**src/rtl/trig_record_reader.sv**
```systemverilog
// trig_record_reader: buffers trigger records (bitmask + timestamp) in a small
// FIFO and sends each one as a framed byte packet over a valid/ready stream:
// SYNC_BYTE, trigger mask, then the timestamp bytes MSB first.
// Optional build macro TRIG_READER_CHECKSUM_EN appends one trailing byte that
// is the XOR of every byte after SYNC_BYTE.
module trig_record_reader #(
   parameter int         DEPTH     = 8,
   parameter int         TS_W      = 56,
   parameter logic [7:0] SYNC_BYTE = 8'hA5
) (
   input  logic                     clk_adc,
   input  logic                     reset,
   input  logic                     rec_valid,
   input  logic [7:0]               rec_trig,
   input  logic [TS_W-1:0]          rec_time,
   input  logic                     flush,
   output logic [7:0]               tx_data,
   output logic                     tx_valid,
   input  logic                     tx_ready,
   output logic [$clog2(DEPTH):0]   fifo_count,
   output logic                     overflow,
   output logic [7:0]               drop_count,
   output logic                     busy
);

   localparam int AW = $clog2(DEPTH);
   localparam int RW = 8 + TS_W;
`ifdef TRIG_READER_CHECKSUM_EN
   localparam int NBYTES = TS_W / 8 + 3;
`else
   localparam int NBYTES = TS_W / 8 + 2;
`endif
   localparam int IW = $clog2(NBYTES);

   localparam logic [AW-1:0] PTR_ONE  = AW'(1);
   localparam logic [AW:0]   CNT_ONE  = (AW + 1)'(1);
   localparam logic [AW:0]   CNT_FULL = (AW + 1)'(DEPTH);
   localparam logic [IW-1:0] IDX_ONE  = IW'(1);
   localparam logic [IW-1:0] IDX_LAST = IW'(NBYTES - 1);
`ifdef TRIG_READER_CHECKSUM_EN
   localparam logic [IW-1:0] IDX_CSUM_PREV = IW'(NBYTES - 2);
`endif

   typedef enum logic [1:0] {IDLE, LOAD, SEND} state_t;

   state_t          state_q, state_d;
   logic [AW-1:0]   wr_ptr_q, wr_ptr_d;
   logic [AW-1:0]   rd_ptr_q, rd_ptr_d;
   logic [AW:0]     count_q, count_d;
   logic [RW-1:0]   shreg_q, shreg_d;
   logic [IW-1:0]   idx_q, idx_d;
   logic [7:0]      tx_data_q, tx_data_d;
   logic            tx_valid_q, tx_valid_d;
   logic            overflow_q, overflow_d;
   logic [7:0]      drop_q, drop_d;
`ifdef TRIG_READER_CHECKSUM_EN
   logic [7:0]      csum_q, csum_d;
`endif

   logic [RW-1:0]   mem [DEPTH];
   logic [RW-1:0]   din;
   logic [RW-1:0]   head;
   logic            accept;
   logic            last_accept;
   logic            pop;
   logic            push;
   logic            drop;

   assign din         = {rec_trig, rec_time};
   // An empty FIFO can only be popped while a same-cycle push is landing, so
   // the incoming record is forwarded straight to the shift register.
   assign head        = (count_q == '0) ? din : mem[rd_ptr_q];
   assign accept      = tx_valid_q && tx_ready;
   assign last_accept = (state_q == SEND) && accept && (idx_q == IDX_LAST);
   assign pop         = !flush && (((state_q == IDLE) && (count_q != '0)) ||
                                   (last_accept && ((count_q != '0) || rec_valid)));
   assign push        = !flush && rec_valid && ((count_q != CNT_FULL) || pop);
   assign drop        = !flush && rec_valid && !push;

   // Record storage; contents need no reset because count gates every read.
   always_ff @(posedge clk_adc) begin
      if (push) begin
         mem[wr_ptr_q] <= din;
      end
   end

   // Next-state logic for the FIFO bookkeeping and the packet framer FSM.
   always_comb begin
      state_d    = state_q;
      wr_ptr_d   = wr_ptr_q;
      rd_ptr_d   = rd_ptr_q;
      count_d    = count_q;
      shreg_d    = shreg_q;
      idx_d      = idx_q;
      tx_data_d  = tx_data_q;
      tx_valid_d = tx_valid_q;
      overflow_d = overflow_q;
      drop_d     = drop_q;
`ifdef TRIG_READER_CHECKSUM_EN
      csum_d     = csum_q;
`endif
      if (flush) begin
         state_d    = IDLE;
         wr_ptr_d   = '0;
         rd_ptr_d   = '0;
         count_d    = '0;
         idx_d      = '0;
         tx_data_d  = '0;
         tx_valid_d = 1'b0;
         overflow_d = 1'b0;
         drop_d     = '0;
      end else begin
         if (push) begin
            wr_ptr_d = wr_ptr_q + PTR_ONE;
         end
         if (pop) begin
            rd_ptr_d = rd_ptr_q + PTR_ONE;
         end
         if (push && !pop) begin
            count_d = count_q + CNT_ONE;
         end else if (pop && !push) begin
            count_d = count_q - CNT_ONE;
         end
         if (drop) begin
            overflow_d = 1'b1;
            if (drop_q != 8'hFF) begin
               drop_d = drop_q + 8'd1;
            end
         end
         case (state_q)
            IDLE: begin
               if (pop) begin
                  shreg_d = head;
                  state_d = LOAD;
               end
            end
            LOAD: begin
               tx_data_d  = SYNC_BYTE;
               tx_valid_d = 1'b1;
               idx_d      = '0;
`ifdef TRIG_READER_CHECKSUM_EN
               csum_d     = '0;
`endif
               state_d    = SEND;
            end
            SEND: begin
               if (accept) begin
                  if (idx_q == IDX_LAST) begin
                     tx_valid_d = 1'b0;
                     if (pop) begin
                        shreg_d = head;
                        state_d = LOAD;
                     end else begin
                        state_d = IDLE;
                     end
                  end else begin
                     idx_d     = idx_q + IDX_ONE;
                     tx_data_d = shreg_q[RW-1 -: 8];
                     shreg_d   = {shreg_q[RW-9:0], 8'h00};
`ifdef TRIG_READER_CHECKSUM_EN
                     if (idx_q != '0) begin
                        csum_d = csum_q ^ tx_data_q;
                     end
                     if (idx_q == IDX_CSUM_PREV) begin
                        tx_data_d = csum_q ^ tx_data_q;
                     end
`endif
                  end
               end
            end
            default: begin
               state_d = IDLE;
            end
         endcase
      end
   end

   // State and output registers; reset clears everything asynchronously.
   always_ff @(posedge clk_adc or posedge reset) begin
      if (reset) begin
         state_q    <= IDLE;
         wr_ptr_q   <= '0;
         rd_ptr_q   <= '0;
         count_q    <= '0;
         shreg_q    <= '0;
         idx_q      <= '0;
         tx_data_q  <= '0;
         tx_valid_q <= 1'b0;
         overflow_q <= 1'b0;
         drop_q     <= '0;
`ifdef TRIG_READER_CHECKSUM_EN
         csum_q     <= '0;
`endif
      end else begin
         state_q    <= state_d;
         wr_ptr_q   <= wr_ptr_d;
         rd_ptr_q   <= rd_ptr_d;
         count_q    <= count_d;
         shreg_q    <= shreg_d;
         idx_q      <= idx_d;
         tx_data_q  <= tx_data_d;
         tx_valid_q <= tx_valid_d;
         overflow_q <= overflow_d;
         drop_q     <= drop_d;
`ifdef TRIG_READER_CHECKSUM_EN
         csum_q     <= csum_d;
`endif
      end
   end

   assign tx_data    = tx_data_q;
   assign tx_valid   = tx_valid_q;
   assign fifo_count = count_q;
   assign overflow   = overflow_q;
   assign drop_count = drop_q;
   assign busy       = (state_q != IDLE);

endmodule

```
**config.mk**
```make
export PLATFORM = sky130hd
export DESIGN_NAME = trig_record_reader
export DESIGN_NICKNAME = d
export VERILOG_FILES = /design/src/rtl/trig_record_reader.sv
export SDC_FILE = /design/constraint.sdc
export NUM_CORES = 1
export LEC_CHECK = 0
export BUFFER_PORTS_ARGS = -buffer_cell sky130_fd_sc_hd__buf_2
export CAP_MARGIN = 20
export CORE_ASPECT_RATIO = 1.75
export CORE_MARGIN = 2
export CORE_UTILIZATION = 61
export CTS_BUF_LIST = sky130_fd_sc_hd__clkbuf_16
export DETAILED_ROUTE_END_ITERATION = 6
export PLACE_DENSITY_LB_ADDON = 0.25
export REMOVE_ABC_BUFFERS = 1
export SYNTH_ARGS = -nofsm -noshare
export SYNTH_HDL_FRONTEND = slang
export SYNTH_SLANG_ARGS = --single-unit
```
**constraint.sdc**
```tcl
create_clock -name clk_adc -period 7.6 [get_ports clk_adc]
set_input_delay 1.52 -clock clk_adc [delete_from_list [all_inputs] [get_ports clk_adc]]
set_output_delay 1.52 -clock clk_adc [all_outputs]
set_load 0.01 [all_outputs]
```
After elaboration in Yosys (flattened, before gate mapping)
Memories as Yosys holds them, arrays and structs flattened.
Cells that the tools add are included.
{ "totals": {"ff_bits": 98, "ramBits": 512, "input_bits": 69, "out_inout_bits": 23, "word_cells": 98, "mem_count": 1} }
{ "memory_table": {"columns": ["name", "words", "word_bits", "rd", "rd_clocked_by_memory_dff", "write_ports", "line_no", "text"], "rows": [
  ["mem", 8, 64, 1, 0, 1, "60", "logic [RW-1:0] mem [DEPTH];"]
]} }
{ "classes": {"addsub": 6, "eq_ne": 10, "n_mux": 37, "bitwise": 1, "reduce_logical": 33} }
{ "op_table": {"columns": ["cell", "n"], "rows": [
  ["two-way mux 64 bit", 4],
  ["one-hot mux 64 bit (2 select lines)", 1],
  ["two-way mux 8 bit", 6],
  ["two-way mux 4 bit", 6],
  ["one-hot mux 8 bit (2 select lines)", 1],
  ["two-way mux 3 bit", 4],
  ["AND reduction 3 bit", 4],
  ["nonzero test 2 bit", 6],
  ["logical AND 1 bit", 11],
  ["!= test 3 bit (second input constant)", 3],
  ["adder 4 x 1 -> 4 bit (second input constant)", 2],
  ["adder 8 x 1 -> 8 bit (second input constant)", 1],
  ["two-way mux 1 bit", 8],
  ["two-way mux 2 bit", 4],
  ["!= test 8 bit (second input constant)", 1],
  ["one-hot mux 4 bit (2 select lines)", 1],
  ["adder 3 x 1 -> 3 bit (second input constant)", 2],
  ["one-hot mux 2 bit (3 select lines)", 1],
  ["nonzero test 3 bit", 2],
  ["equality test 4 bit (second input constant)", 1],
  ["zero test 4 bit", 1],
  ["!= test 4 bit (second input constant)", 1],
  ["nonzero test 4 bit", 1],
  ["subtractor 4 x 1 -> 4 bit (second input constant)", 1],
  ["other kinds (10)", 14]
]} }

Logic depth before layout (Yosys ltp)
{ "logic_depth": {"ltp_word": 13, "mapped_depth": 13, "ltp_nobuf": 12} }

Least setup slack after synthesis
OpenSTA, ideal clock, no wires.
{ "synth_timing": {"path_kind": "input to register", "from": "input port tx_ready", "to": "memory mem[0][0] in the netlist's numbering (enable)", "setup_ps": 565, "t_arrival_ps": 7185, "required_ps": 7035, "slack_ps": -149, "path_stages": 8, "path_buffers": 3, "path_cell_list": "and4b_1 > clkbuf_1 > o311a_4 > or3_1 > buf_2 > clkbuf_1 > nand3_1 > nor3_1"} }
{ "synth_between": {"elab_chain_len": 10} }
{ "synth_rtl": {"columns": ["item", "line_no", "text"], "rows": [
  ["start, declared", "19", "input logic tx_ready,"],
  ["logical AND 1 bit", "73", "assign accept = tx_valid_q && tx_ready;"],
  ["logical AND 1 bit (2 in series)", "74", "assign last_accept = (state_q == SEND) && accept && (idx_q == IDX_LAST);"],
  ["logical AND 1 bit", "76", "(last_accept && ((count_q != '0) || rec_valid)));"],
  ["logical OR 1 bit", "75", "assign pop = !flush && (((state_q == IDLE) && (count_q != '0)) ||"],
  ["logical AND 1 bit", "75", null],
  ["logical OR 1 bit", "77", "assign push = !flush && rec_valid && ((count_q != CNT_FULL) || pop);"],
  ["logical AND 1 bit", "77", null],
  ["two-way mux 1 bit", "82", "if (push) begin"],
  ["two-way mux 1 bit (not written as such)", "83", "mem[wr_ptr_q] <= din;"],
  ["end, declared", "60", null]
]} }
Every way passes these cells.

Worst setup path in the final report
{ "layout_timing": {"from": "input port tx_ready", "to": "memory mem[7][38] in the netlist's numbering (enable)"} }
The elaborated chain is that of the path after synthesis.

==> reports/qor.yml <==
floorplanning:
  rows: 96
  initial_core_util_pct: 61.6
  io_pins: 92
  die_w_um: 154
  die-area_um2: 41200
  die_y_um: 267
  coreArea_um2: 39200
clock_network:
  clkSinkCount: 610
  ctsResizeCount: 0
  cts_max_level: 2
  clkLatencyLatePin_ns: 0.58
  clock_path_buffers: 3
  clk_pin_slew_ns: 0.07
  cts_hold_buf: 0
  cts_root_buffer: "clkbuf_16"
  tritoncts: "yes"
  numCtsBuffers: 51
  cts_setup_buffers: 0
grt:
  grt_pass1_wl_um: 77400
  grt_pass1_vias: 13400
  antenna_found_initial: 6
  grt-ovfl-total: 0
  grt_use_total_pct: 25.1
  grt_max_degree: 71
hold_path:
  hp-class: "flip-flop to flip-flop"
  holdPathEnd: "tx_data[5]"
  whs_path_depth: 2
  min_from: "tx_data[5]"
setup_path:
  rrSetupSlack_ns: 3.79
  slowest_delay_ns: 0.73
  worst_setup_path_end_kind: "flip-flop"
  path_cells: "buf_2, and4b_1, o311a_4, or3_1, nand3_1, nor2_4, buf_4"
  r2r-start: "idx_q[0]"
  rr_worst_depth: 8
  worstSetupStartpointType: "input port"
  worstPathMaxFanout: 28
  worstPathArrival_ns: 4.38
  crit_required_ns: 7.81
  r2r_end: "mem[7][38]"
  cp_slowest_cell: "nor2_4"
  crit_type: "input port to flip-flop"
sta:
  fin_tns_setup_ns: 0
  slew_headroom_pct: 24.9
  holdWs_ns: 0.474
  fin_crit_sh_pct: 54.8
  setup_viol: 0
  drv_slew: 0
  finalHoldViolCount: 0
  worst_slack_ns: 3.43
  skew_ns: 0.0133
  tightest_slew_ns: 1.13
  max_freq_mhz: 240
  rsz0062_at_grt: "no"
  fin_crit_ns: 4.17
placement:
  dp.final_hpwl_um: 28000
  routabilityCongestion: 0.760
  io_buffers: 91
  dp.cells: 1850
  dp_slack_ns: 2.84
  place_area_um2: 25100
power:
  power_frac_seq_pct: 47.0
  p_int_mw: 6.30
  combPwrFrac_pct: 23.2
  ir_worst_vdd_v: 0.000244
  swShare_pct: 29.7
  power.total_mw: 8.96
  leakage_nw: 9.01
  p_clk_share_pct: 29.8
  power_density_nw_per_um2: 334
  switchingPower_mw: 2.66
synth:
  synth_top_area_share_pct: 63.7
  synthAdderAreaFrac_pct: 0.446
  synth_top_family_by_area: "multiplexers"
  yosysUniqueCellTypes: 50
  yosysWarnings: 0
  synthCells: 1333
  synth.avg_cell_area_um2: 18.1
  synth_mux_area_share_pct: 14.3
  synth_area_um2: 24100
  synth_xor_area_share_pct: 0.254
  synth_area_leaders: "edfxtp_1, mux4_2, dfrtp_1"
  synth_compound_area_share_pct: 6.26
  yosysSeqAreaShare_pct: 73.9
  synth-simple-area-share_pct: 3.19
  synth_area_leader_cell: "edfxtp_1"
  ys_ff_latch: 610
finish:
  layout_commonest_cell: "edfxtp_1"
  area_delta_synth_final_pct: 11.3
  nFillCells: 2470
  drive_above_1_share_pct: 22.6
  regArea_um2: 17800
  fin_cells: 1947
  final_area_um2: 26900
  final_cell_mix: "edfxtp_1, o21ai_0, mux4_2"
  final_core_util_pct: 68.6
  multi_input_area_um2: 5980
  nets: 1490
drt:
  routed_wl_um: 50300
  drc: 0
  wl_per_cell_um: 25.8
  ant_nets: 0
  vias_per_cell: 6.49
  num_vias: 12600
  drt-initial-drc-count: 1054
  drtPass1Iterations: 7
status:
  status: "complete, no violations"
run:
  cap_violations: 0
final cells by class:
cell class                      count  area share [%]
Inverter                           13           0.191
Timing Repair Buffer              113            2.40
Tap cell                          490            2.28
Sequential cell                   610            66.4
Multi-Input combinational cell    624            22.3
Antenna cell                        2          0.0186
Clock inverter                     42            1.45
Clock buffer                       53            4.94
metal layers:
layer,routed length (µm),track usage (%)
met1,18600,31.1
met3,2620,3.41
met2,27100,44.7
met4,1980,11.0
met5,22,0
kinds of logic (layout without fill, tap and decap cells):
| kind of cell | after synthesis | count (layout) |
|---|---|---|
| AOI/OAI and AO/OA | 237 | 237 |
| xor gates and xnor gates | 7 | 7 |
| adders and majority gates | 8 | 8 |
| buffers and inverters | 99 | 221 |
| DFF | 610 | 610 |
| muxes | 205 | 205 |
| other | 0 | 2 |
| and+or+nand+nor | 167 | 167 |
critical path, delay by kind of cell:
family	cells	cell delay, ns
AND/OR/NAND/NOR	4	1.93
buffers and inverters	2	0.65
AO/OA/AOI/OAI	1	0.26
worst max-delay path by stage:
stage                       to      from  depth (start not counted)  slack (ns)
global placement    mem[6][44]  tx_ready                          7        2.69
floorplan            mem[0][0]  tx_ready                          5        0.08
global route        mem[7][15]  tx_ready                          7        3.22
CTS                 mem[7][38]  tx_ready                          7        3.43
finish              mem[7][38]  tx_ready                          7        3.43
detailed placement  mem[7][33]  tx_ready                          7        2.84
synth_stat cells (all sizes together):
library cell and number:
edfxtp 512, o21ai 116, mux4 112, dfrtp 98, mux2i 90, nand2 78, a22oi 73, clkbuf 49
buf 37, nor2 36, nand3 17, inv 13, a311oi 10, a21oi 9, o31ai 9, ha 7
nor2b 7, a22o 6, nor3 6, or4 5, xor2 5, or3 4, a211oi 3, mux2 3
a211o 2, and2 2, nand2b 2, nand4 2, nor4 2, o311ai 2, xnor2 2, a2bb2oi 1
a31o 1, a41oi 1, and3 1, and3b 1, and4 1, and4b 1, fa 1, o2111ai 1
o22ai 1, o311a 1, o32ai 1, or2 1, or4b 1
power groups by stage:
stage	Combinational, mW	Clock [mW]	Sequential (mW)
global route	2.31	2.83	4.24
finish	2.08	2.67	4.21
detailed placement	2.09	0	4.28
CTS	2.11	2.70	4.21
floorplan	1.50	0	4.31
global placement	2.03	0	4.27
flip-flops by register name, indices dropped and copies added (netlist names):
register    cells
drop_count      8
fifo_count      4
idx_q           4
mem           512
overflow        1
rd_ptr_q        3
shreg_q        64
state_q         2
tx_data         8
tx_valid        1
wr_ptr_q        3
(Power assumes the default switching activity.)
